**src/rtl/spi_pkg.sv**
```systemverilog
// Shared definitions for the SPI slave: FSM state encoding and message geometry.
package spi_pkg;

   localparam int SPI_MAX_DATA_BYTES = 8;
   localparam int SPI_CMD_WIDTH      = 8;
   localparam int SPI_DATA_WIDTH     = SPI_MAX_DATA_BYTES * 8;

   typedef enum logic [1:0] {
      ST_IDLE    = 2'd0,
      ST_CMD     = 2'd1,
      ST_DATA    = 2'd2,
      ST_DISCARD = 2'd3
   } spi_state_t;

   // True once the command byte has been fully received in this message.
   function automatic logic past_cmd(input spi_state_t s);
      return (s == ST_DATA) || (s == ST_DISCARD);
   endfunction

endpackage

```
**src/rtl/spi_sync.sv**
```systemverilog
// Per-signal synchronizer with rise/fall detection on the synchronized value.
// Edges are masked until the pipeline has been refilled after reset, so a line
// that sits away from its idle level across reset never produces a false edge.
module spi_sync #(
   parameter int   STAGES     = 2,
   parameter logic IDLE_LEVEL = 1'b0
) (
   input  logic clk,
   input  logic reset,
   input  logic din,
   output logic level,
   output logic rise,
   output logic fall
);

   logic [STAGES-1:0] pipe;
   logic              prev;
   logic [STAGES:0]   fill;

   // Synchronizer chain, edge-history flop and post-reset fill tracker.
   always_ff @(posedge clk) begin
      if (reset) begin
         pipe <= {STAGES{IDLE_LEVEL}};
         prev <= IDLE_LEVEL;
         fill <= '0;
      end else begin
         pipe <= {pipe[STAGES-2:0], din};
         prev <= pipe[STAGES-1];
         fill <= {fill[STAGES-1:0], 1'b1};
      end
   end

   assign level = pipe[STAGES-1];
   assign rise  = fill[STAGES] &  level & ~prev;
   assign fall  = fill[STAGES] & ~level &  prev;

endmodule

```
**src/rtl/spi_slave.sv**
```systemverilog
// SPI mode-0 slave: one command byte followed by up to eight data bytes.
// Optional reply path enabled by defining SPI_SLAVE_TX_EN.
//
// Handshake: there is no valid/ready pair; spi_msg_end is a one-cycle
// strobe and spi_cmd/spi_rxdata are valid and stable while it is high.
// spi_txdata is sampled only in the cycle the command byte completes,
// qualified by spi_txdata_valid.
module spi_slave
   import spi_pkg::*;
#(
   parameter int SYNC_STAGES = 2
) (
   input  logic                      clk,
   input  logic                      reset,
   input  logic                      spi_ssel_n,
   input  logic                      spi_sclk,
   input  logic                      spi_mosi,
   output logic                      spi_miso,
   output logic                      spi_msg_end,
   output logic [SPI_CMD_WIDTH-1:0]  spi_cmd,
   output logic [SPI_DATA_WIDTH-1:0] spi_rxdata,
   input  logic [SPI_DATA_WIDTH-1:0] spi_txdata,
   input  logic                      spi_txdata_valid
);

   logic ssel_level, ssel_rise, ssel_fall;
   logic sclk_level, sclk_rise, sclk_fall;
   logic mosi_level, mosi_rise, mosi_fall;

   // ssel_n is synchronized as-is, so its fall is the start of a message.
   spi_sync #(.STAGES(SYNC_STAGES), .IDLE_LEVEL(1'b1)) u_sync_ssel (
      .clk(clk), .reset(reset), .din(spi_ssel_n),
      .level(ssel_level), .rise(ssel_rise), .fall(ssel_fall)
   );

   spi_sync #(.STAGES(SYNC_STAGES), .IDLE_LEVEL(1'b0)) u_sync_sclk (
      .clk(clk), .reset(reset), .din(spi_sclk),
      .level(sclk_level), .rise(sclk_rise), .fall(sclk_fall)
   );

   spi_sync #(.STAGES(SYNC_STAGES), .IDLE_LEVEL(1'b0)) u_sync_mosi (
      .clk(clk), .reset(reset), .din(spi_mosi),
      .level(mosi_level), .rise(mosi_rise), .fall(mosi_fall)
   );

   spi_state_t                state;
   logic [7:0]                shift_reg;
   logic [2:0]                bit_cnt;
   logic [3:0]                byte_cnt;
   logic [SPI_CMD_WIDTH-1:0]  cmd_r;
   logic [SPI_DATA_WIDTH-1:0] rxdata_r;
   logic                      msg_end_r;

   logic [7:0] next_byte;
   logic       bit_take;
   logic       cmd_done;

   assign next_byte = {shift_reg[6:0], mosi_level};
   // ssel edges take priority over any sclk edge seen in the same cycle.
   assign bit_take  = sclk_rise && !ssel_rise && !ssel_fall && (state != ST_IDLE);
   assign cmd_done  = bit_take && (state == ST_CMD) && (bit_cnt == 3'd7);

   // Message FSM, bit/byte assembly and registered outputs.
   always_ff @(posedge clk) begin
      if (reset) begin
         state     <= ST_IDLE;
         shift_reg <= '0;
         bit_cnt   <= '0;
         byte_cnt  <= '0;
         cmd_r     <= '0;
         rxdata_r  <= '0;
         msg_end_r <= 1'b0;
      end else begin
         msg_end_r <= 1'b0;
         if (ssel_rise) begin
            msg_end_r <= past_cmd(state);
            state     <= ST_IDLE;
         end else if (ssel_fall) begin
            state     <= ST_CMD;
            shift_reg <= '0;
            bit_cnt   <= '0;
            byte_cnt  <= '0;
            rxdata_r  <= '0;
         end else if (bit_take) begin
            shift_reg <= next_byte;
            bit_cnt   <= bit_cnt + 3'd1;
            if (bit_cnt == 3'd7) begin
               case (state)
                  ST_CMD: begin
                     cmd_r <= next_byte;
                     state <= ST_DATA;
                  end
                  ST_DATA: begin
                     for (int k = 0; k < SPI_MAX_DATA_BYTES; k++) begin
                        if (byte_cnt == 4'(k)) rxdata_r[SPI_DATA_WIDTH-1-8*k -: 8] <= next_byte;
                     end
                     byte_cnt <= byte_cnt + 4'd1;
                     if (byte_cnt == 4'(SPI_MAX_DATA_BYTES - 1)) state <= ST_DISCARD;
                  end
                  default: ;
               endcase
            end
         end
      end
   end

   assign spi_msg_end = msg_end_r;
   assign spi_cmd     = cmd_r;
   assign spi_rxdata  = rxdata_r;

`ifdef SPI_SLAVE_TX_EN
   logic [SPI_DATA_WIDTH-1:0] tx_shift;
   logic                      tx_step;

   // The fall right after the command byte must not shift: the MSB has to be
   // presented for the first data rise. Later falls follow a taken data bit.
   assign tx_step = sclk_fall && !ssel_rise && !ssel_fall && past_cmd(state) &&
                    ((bit_cnt != 3'd0) || (byte_cnt != 4'd0));

   // Reply shift register: loaded when the command completes, zero-filled.
   always_ff @(posedge clk) begin
      if (reset) begin
         tx_shift <= '0;
      end else if (ssel_rise || ssel_fall) begin
         tx_shift <= '0;
      end else if (cmd_done) begin
         tx_shift <= spi_txdata_valid ? spi_txdata : '0;
      end else if (tx_step) begin
         tx_shift <= {tx_shift[SPI_DATA_WIDTH-2:0], 1'b0};
      end
   end

   assign spi_miso = tx_shift[SPI_DATA_WIDTH-1];

   logic unused_sync;
   assign unused_sync = ^{ssel_level, sclk_level, mosi_rise, mosi_fall};
`else
   assign spi_miso = 1'b0;

   logic unused_sync;
   assign unused_sync = ^{ssel_level, sclk_level, sclk_fall, mosi_rise, mosi_fall,
                          cmd_done, spi_txdata, spi_txdata_valid};
`endif

endmodule

```
**config.mk**
```make
export PLATFORM = sky130hd
export DESIGN_NAME = spi_slave
export DESIGN_NICKNAME = d
export VERILOG_FILES = /design/src/rtl/spi_pkg.sv /design/src/rtl/spi_sync.sv /design/src/rtl/spi_slave.sv
export SDC_FILE = /design/constraint.sdc
export NUM_CORES = 1
export LEC_CHECK = 0
export ABC_CLOCK_PERIOD_IN_PS = 1900
export CAP_MARGIN = 20
export CORE_MARGIN = 3
export CORE_UTILIZATION = 55
export DETAILED_ROUTE_END_ITERATION = 7
export DONT_BUFFER_PORTS = 1
export GPL_TIMING_DRIVEN = 0
export PLACE_DENSITY = 0.73
export SKIP_LAST_GASP = 1
export SLEW_MARGIN = 5
export SYNTH_ARGS = -nofsm -noshare
export SYNTH_HDL_FRONTEND = slang
export SYNTH_SLANG_ARGS = --single-unit
```
**constraint.sdc**
```tcl
create_clock -name clk -period 1.9 [get_ports clk]
set_clock_uncertainty 0.1 [all_clocks]
set_input_delay 0.095 -clock clk [delete_from_list [all_inputs] [get_ports clk]]
set_output_delay 0.095 -clock clk [all_outputs]
set_load 0.05 [all_outputs]
```
After elaboration in Yosys (flattened, before gate mapping). Index checks and enable logic that the tools add are counted.

Logic and storage cells: 114. Output and inout bits: 74. Register bits after elaboration: 103.

Add/sub/neg operators: 2. Mux-type cells: 27. Bitwise gates (word level): 11. Reductions and logical operators: 37. Equality and inequality tests: 13.

Operators by type and width (number): two-way mux 64 bit (4); two-way mux 8 bit (8); AND reduction 5 bit (9); nonzero test 2 bit (13); equality test 4 x 3 -> 1 bit (second input constant) (4); two-way mux 4 bit (4); two-way mux 7 bit (2); AND reduction 4 bit (3); equality test 4 x 2 -> 1 bit (second input constant) (2); AND 1 bit (6); two-way mux 3 bit (2); two-way mux 1 bit (5); NOT 1 bit (5); adder 4 x 1 -> 4 bit (second input constant) (1); equality test 2 bit (second input constant) (2); equality test 4 x 1 -> 1 bit (second input constant) (1); logical NOT 4 bit (1); one-hot mux 2 bit (2 select lines) (1); OR reduction 2 bit (2); adder 3 x 1 -> 3 bit (second input constant) (1); equality test 3 bit (second input constant) (1); logical AND 1 bit (3); != test 3 x 2 -> 1 bit (second input constant) (1); nonzero test 3 bit (1); 7 further kinds (8).

Depth between registers and ports, before layout.
Depth in word-level cells: 8. Mapped depth: 7.

Hierarchy. From an unflattened synthesis, not the netlist that was laid out.

Cells, all modules: 389. Area, all modules: 4279.1 sq um.

Modules (own cells, without submodules): spi_slave (cells each 347, sequential area each 1781.7 sq um, instances 1, area an instance 3761.1 sq um); spi_sync (cells each 14, sequential area each 120.1 sq um, instances 3, area an instance 172.7 sq um).

Worst setup path after synthesis. Ideal clock, no wire load.

Path kind: register -> register. From: reg bit_cnt[0]. To: reg rxdata_r[48] (netlist: spi_rxdata[48]). Required time: 1.708 ns. Arrival: 1.686 ns. Buffers on the path: 1. Slack: 0.021 ns. Stages on the path, launching flop included: 8. Clock period less this slack: 1.879 ns. Library setup time: 0.092 ns. Path through: dfxtp_1 ha_1 ha_1 a21oi_1 a2bb2oi_1 buf_2 a21oi_1 o32ai_1.

Longest elaborated chain between the ends: 3.

Ends and longest elaborated chain: from (decl) (RTL line spi_slave.sv:48) `logic [2:0] bit_cnt;`; from (signal assigned) (RTL line spi_slave.sv:86) `bit_cnt <= bit_cnt + 3'd1;`; equality test 3 bit (RTL line spi_slave.sv:87) `if (bit_cnt == 3'd7) begin`; nonzero test 2 bit (no line); AND reduction 5 bit (no line); to (signal, indexed assignment) (RTL line spi_slave.sv:95) `if (byte_cnt == 4'(k)) rxdata_r[SPI_DATA_WIDTH-1-8*k -: 8] <= next_byte;`; to (decl) (RTL line spi_slave.sv:51) `logic [SPI_DATA_WIDTH-1:0] rxdata_r;`.

Every way passes these cells. A chain may end at the register's enable or synchronous reset.

Worst setup path in the final report.
From: reg bit_cnt[0]. To: reg state[0].

Longest elaborated chain between the ends: 3.

Ends and longest elaborated chain: equality test 3 bit (RTL line spi_slave.sv:87); nonzero test 2 bit (no line); AND reduction 4 bit (no line); to (signal assigned) (RTL line spi_slave.sv:79) `state <= ST_CMD;`; to (signal assigned) (RTL line spi_slave.sv:91) `state <= ST_DATA;`; to (signal assigned) (RTL line spi_slave.sv:98) `if (byte_cnt == 4'(SPI_MAX_DATA_BYTES - 1)) state <= ST_DISCARD;`; to (decl) (RTL line spi_slave.sv:46) `spi_state_t state;`.

Every way passes these cells.

==> metrics.csv <==
metric,value,unit
total_leakage_power,1.49,nW
mostFrequentLayoutCells,"dfxtp_1 (96), nand2_1 (54), inv_1 (27)",
worst-path-max-fanout,4,
placeableCoreArea,6570,sq um
start_util,58.6,%
cts_max_path_buffers,2,
grt_busiest_layer,met2,
post_route_cells_drive_above_1_share,17.0,%
post-route-drc-count,0,
vias,3129,
detailedRoute.firstPassIterationCount,4,
final_antenna_net_count,0,
final_nets,506,
tightest_slew,0.563,ns
pwr_density_cell,796,nW/um^2
setup-tns-final,0,ns
tritoncts,built,
layout_commonest_cell,dfxtp_1,
grt_usage,24.0,%
mappedNetlistNets,484,
ctsHtreeMaxLevel,3,
cts_made_buffers,9,
grt_first_pass_wirelength,14700,microns
floorplan.rows,29,
hold_class,in -> reg,
postSynthRegisterBits,100,
report.final.slew_viol_count,0,
die_width,89.7,microns
routed_wire_length_per_instance,18.3,microns
async_reset_ff_share,0,%
total_standard_cell_area_after_synthesis,3850,sq um
clk_root_buffer_cell,clkbuf_8,
cts_num_sinks,100,
dpl_cell_area,3970,sq um
number_of_global_route_vias_before_repair,2857,
wirelength,9670,microns
synth_seq_area_share,52.0,%
grt_util_met1,30.0,%
finalCoreUtilization,67.8,%
critical_path_required,2.06,ns
post_synth_num_cell_types,45,
die_height,89.7,microns
report.final.setup_viol,0,
antenna-diode-count,0,
largest_register_ffs,64,
max_cap_violations,0,
clk-insertion-delay-late,0.38,ns
maximum_number_of_pins_on_one_net_before_global_route_repair,19,
vdd_drop_max,0.439,mV
finalHoldViolCount,0,
postLayoutCellArea,4450,sq um
ioPinCount,144,
globalRouteOverflowTotal,0,
grt_use_met2,37.6,%
drt-initial-drc-count,222,
grt_antenna_before_repair,0,
synth.avg_cell_area,9.43,sq um
multi_input_comb_area,1800,sq um
max-slew-margin-rel,62.4,%
worstSetupEndpointType,flip-flop,
via_per_inst,5.93,
max_freq,540,MHz
area.growth.synth_to_final,15.6,%
floorplan.die_area,8040,sq um
cts.reportedPaths.clkPinSlew,0.10,ns
synth-edff-count,0,
synthesis.instances,408,
fillcell_total,516,
cp_data_arrival_time,2.01,ns
yosysWarnings,0,
part_of_the_cycle_the_worst_path_needs,97.5,%
port-buffer-count,0,
gp_congestion,0.897,
ff_latch_area,2010,sq um
outcome,"finished, final reports clean",
rsz0062_at_grt,yes,
synthFlopType,dfxtp_1,
hpwl,6630,microns
globalRouteMet3Util,9.76,%
finalWorstPathRequiredPeriod,1.85,ns
critPathLaunchType,flip-flop,
timing.setup.critical_path_class,reg -> reg,
power breakdown:
| group | total, mW | switching [mW] | internal, mW |
|---|---|---|---|
| Sequential | 2.12 | 0.00960 | 2.11 |
| Clock | 1.32 | 0.786 | 0.537 |
| Combinational | 0.104 | 0.0719 | 0.0324 |
worst paths after layout:
path | end | depth (start not counted) | from | slack [ns]
hold reg to reg | u_sync_ssel.pipe[1] | 1 | u_sync_ssel.pipe[0] | 0.33
hold / removal | u_sync_ssel.pipe[0] | 2 | spi_ssel_n | 0.26
setup reg to reg | state[0] | 7 | bit_cnt[0] | 0.05
setup / recovery | state[0] | 7 | bit_cnt[0] | 0.05
cell usage after synthesis (2+ instances only):
library cell / count / area, sq um
o22ai_1: 25 / 156
nand3_1: 14 / 70.1
nor3b_1: 4 / 30.0
or2_2: 3 / 18.8
nand3b_1: 4 / 30.0
a31oi_1: 4 / 25.0
a21oi_1: 11 / 55.1
clkbuf_1: 13 / 48.8
and4_1: 3 / 26.3
nand2_1: 55 / 206
dfxtp_1: 100 / 2000
nand4_1: 8 / 50.1
a22o_1: 8 / 70.1
mux2i_1: 17 / 170
nand2b_1: 3 / 18.8
ha_1: 6 / 75.1
o21ai_0: 12 / 60.1
and3b_1: 4 / 35.0
buf_4: 2 / 15.0
buf_2: 9 / 45.0
and3_1: 2 / 12.5
o32ai_1: 24 / 210
inv_1: 28 / 105
nor2_1: 20 / 75.1
nor2b_1: 9 / 56.3
worst max-delay path, cell delays in order (launching register included):
cell and delay (ns):
dfxtp_2 0.35, ha_4 0.16, ha_4 0.17, a21oi_2 0.20
a2bb2oi_4 0.21, buf_4 0.14, nor4_1 0.04, a2111oi_0 0.36
kinds of logic after synthesis:
family	count (synthesis)	share of synthesized area, %
AND/OR/NAND/NOR	139	19.1
flip-flops	100	52.0
AO/OA/AOI/OAI	90	16.3
buffers and inverters	53	5.66
multiplexers	17	4.42
adder cells (fa/ha/maj)	6	1.95
XOR/XNOR	2	0.455
other	1	0.0974
per-layer routing:
| metal | vias up | part of all wire [%] |
|---|---|---|
| met4 | 0 | 1.2 |
| met1 | 1492 | 42 |
| met2 | 126 | 47 |
| li1 | 1500 | - |
| met3 | 11 | 10 |
| met5 | - | 0 |
per-stage QoR:
step / power (mW) / setup slack (ns) / instances / hold WS (ns)
2_1_floorplan: 2.23 / 0.0212 / 408 / 0.0988
4_1_cts: 3.54 / -0.0161 / 526 / 0.245
3_5_place_dp: 2.25 / -0.412 / 501 / 0.102
3_3_place_gp: 2.25 / -0.386 / 501 / 0.102
6_report: 3.54 / 0.0475 / 528 / 0.260
5_1_grt: 3.66 / -0.0732 / 528 / 0.243
layout make-up:
| class | instances | area share, % |
|---|---|---|
| clock inverter | 6 | 1.27 |
| multi-input combinational | 255 | 40.5 |
| tap | 93 | 2.61 |
| inverter | 28 | 2.36 |
| clock buffer | 10 | 3.09 |
| timing repair buffer | 12 | 2.19 |
| sequential | 100 | 45.1 |
| buffer | 24 | 2.84 |
what timing repair did:
| action | 4_1_cts | 5_1_grt |
|---|---|---|
| hold buffers | 3 | 0 |
| endpoints found under the hold margin | 3 | 0 |
| pin swaps | 1 | 2 |
| buffers inserted | 6 | 3 |
| resized for setup | 27 | 23 |
| endpoints found under the setup margin | 77 | 72 |
| gates cloned | 0 | 0 |
(Power assumes the default switching activity.)
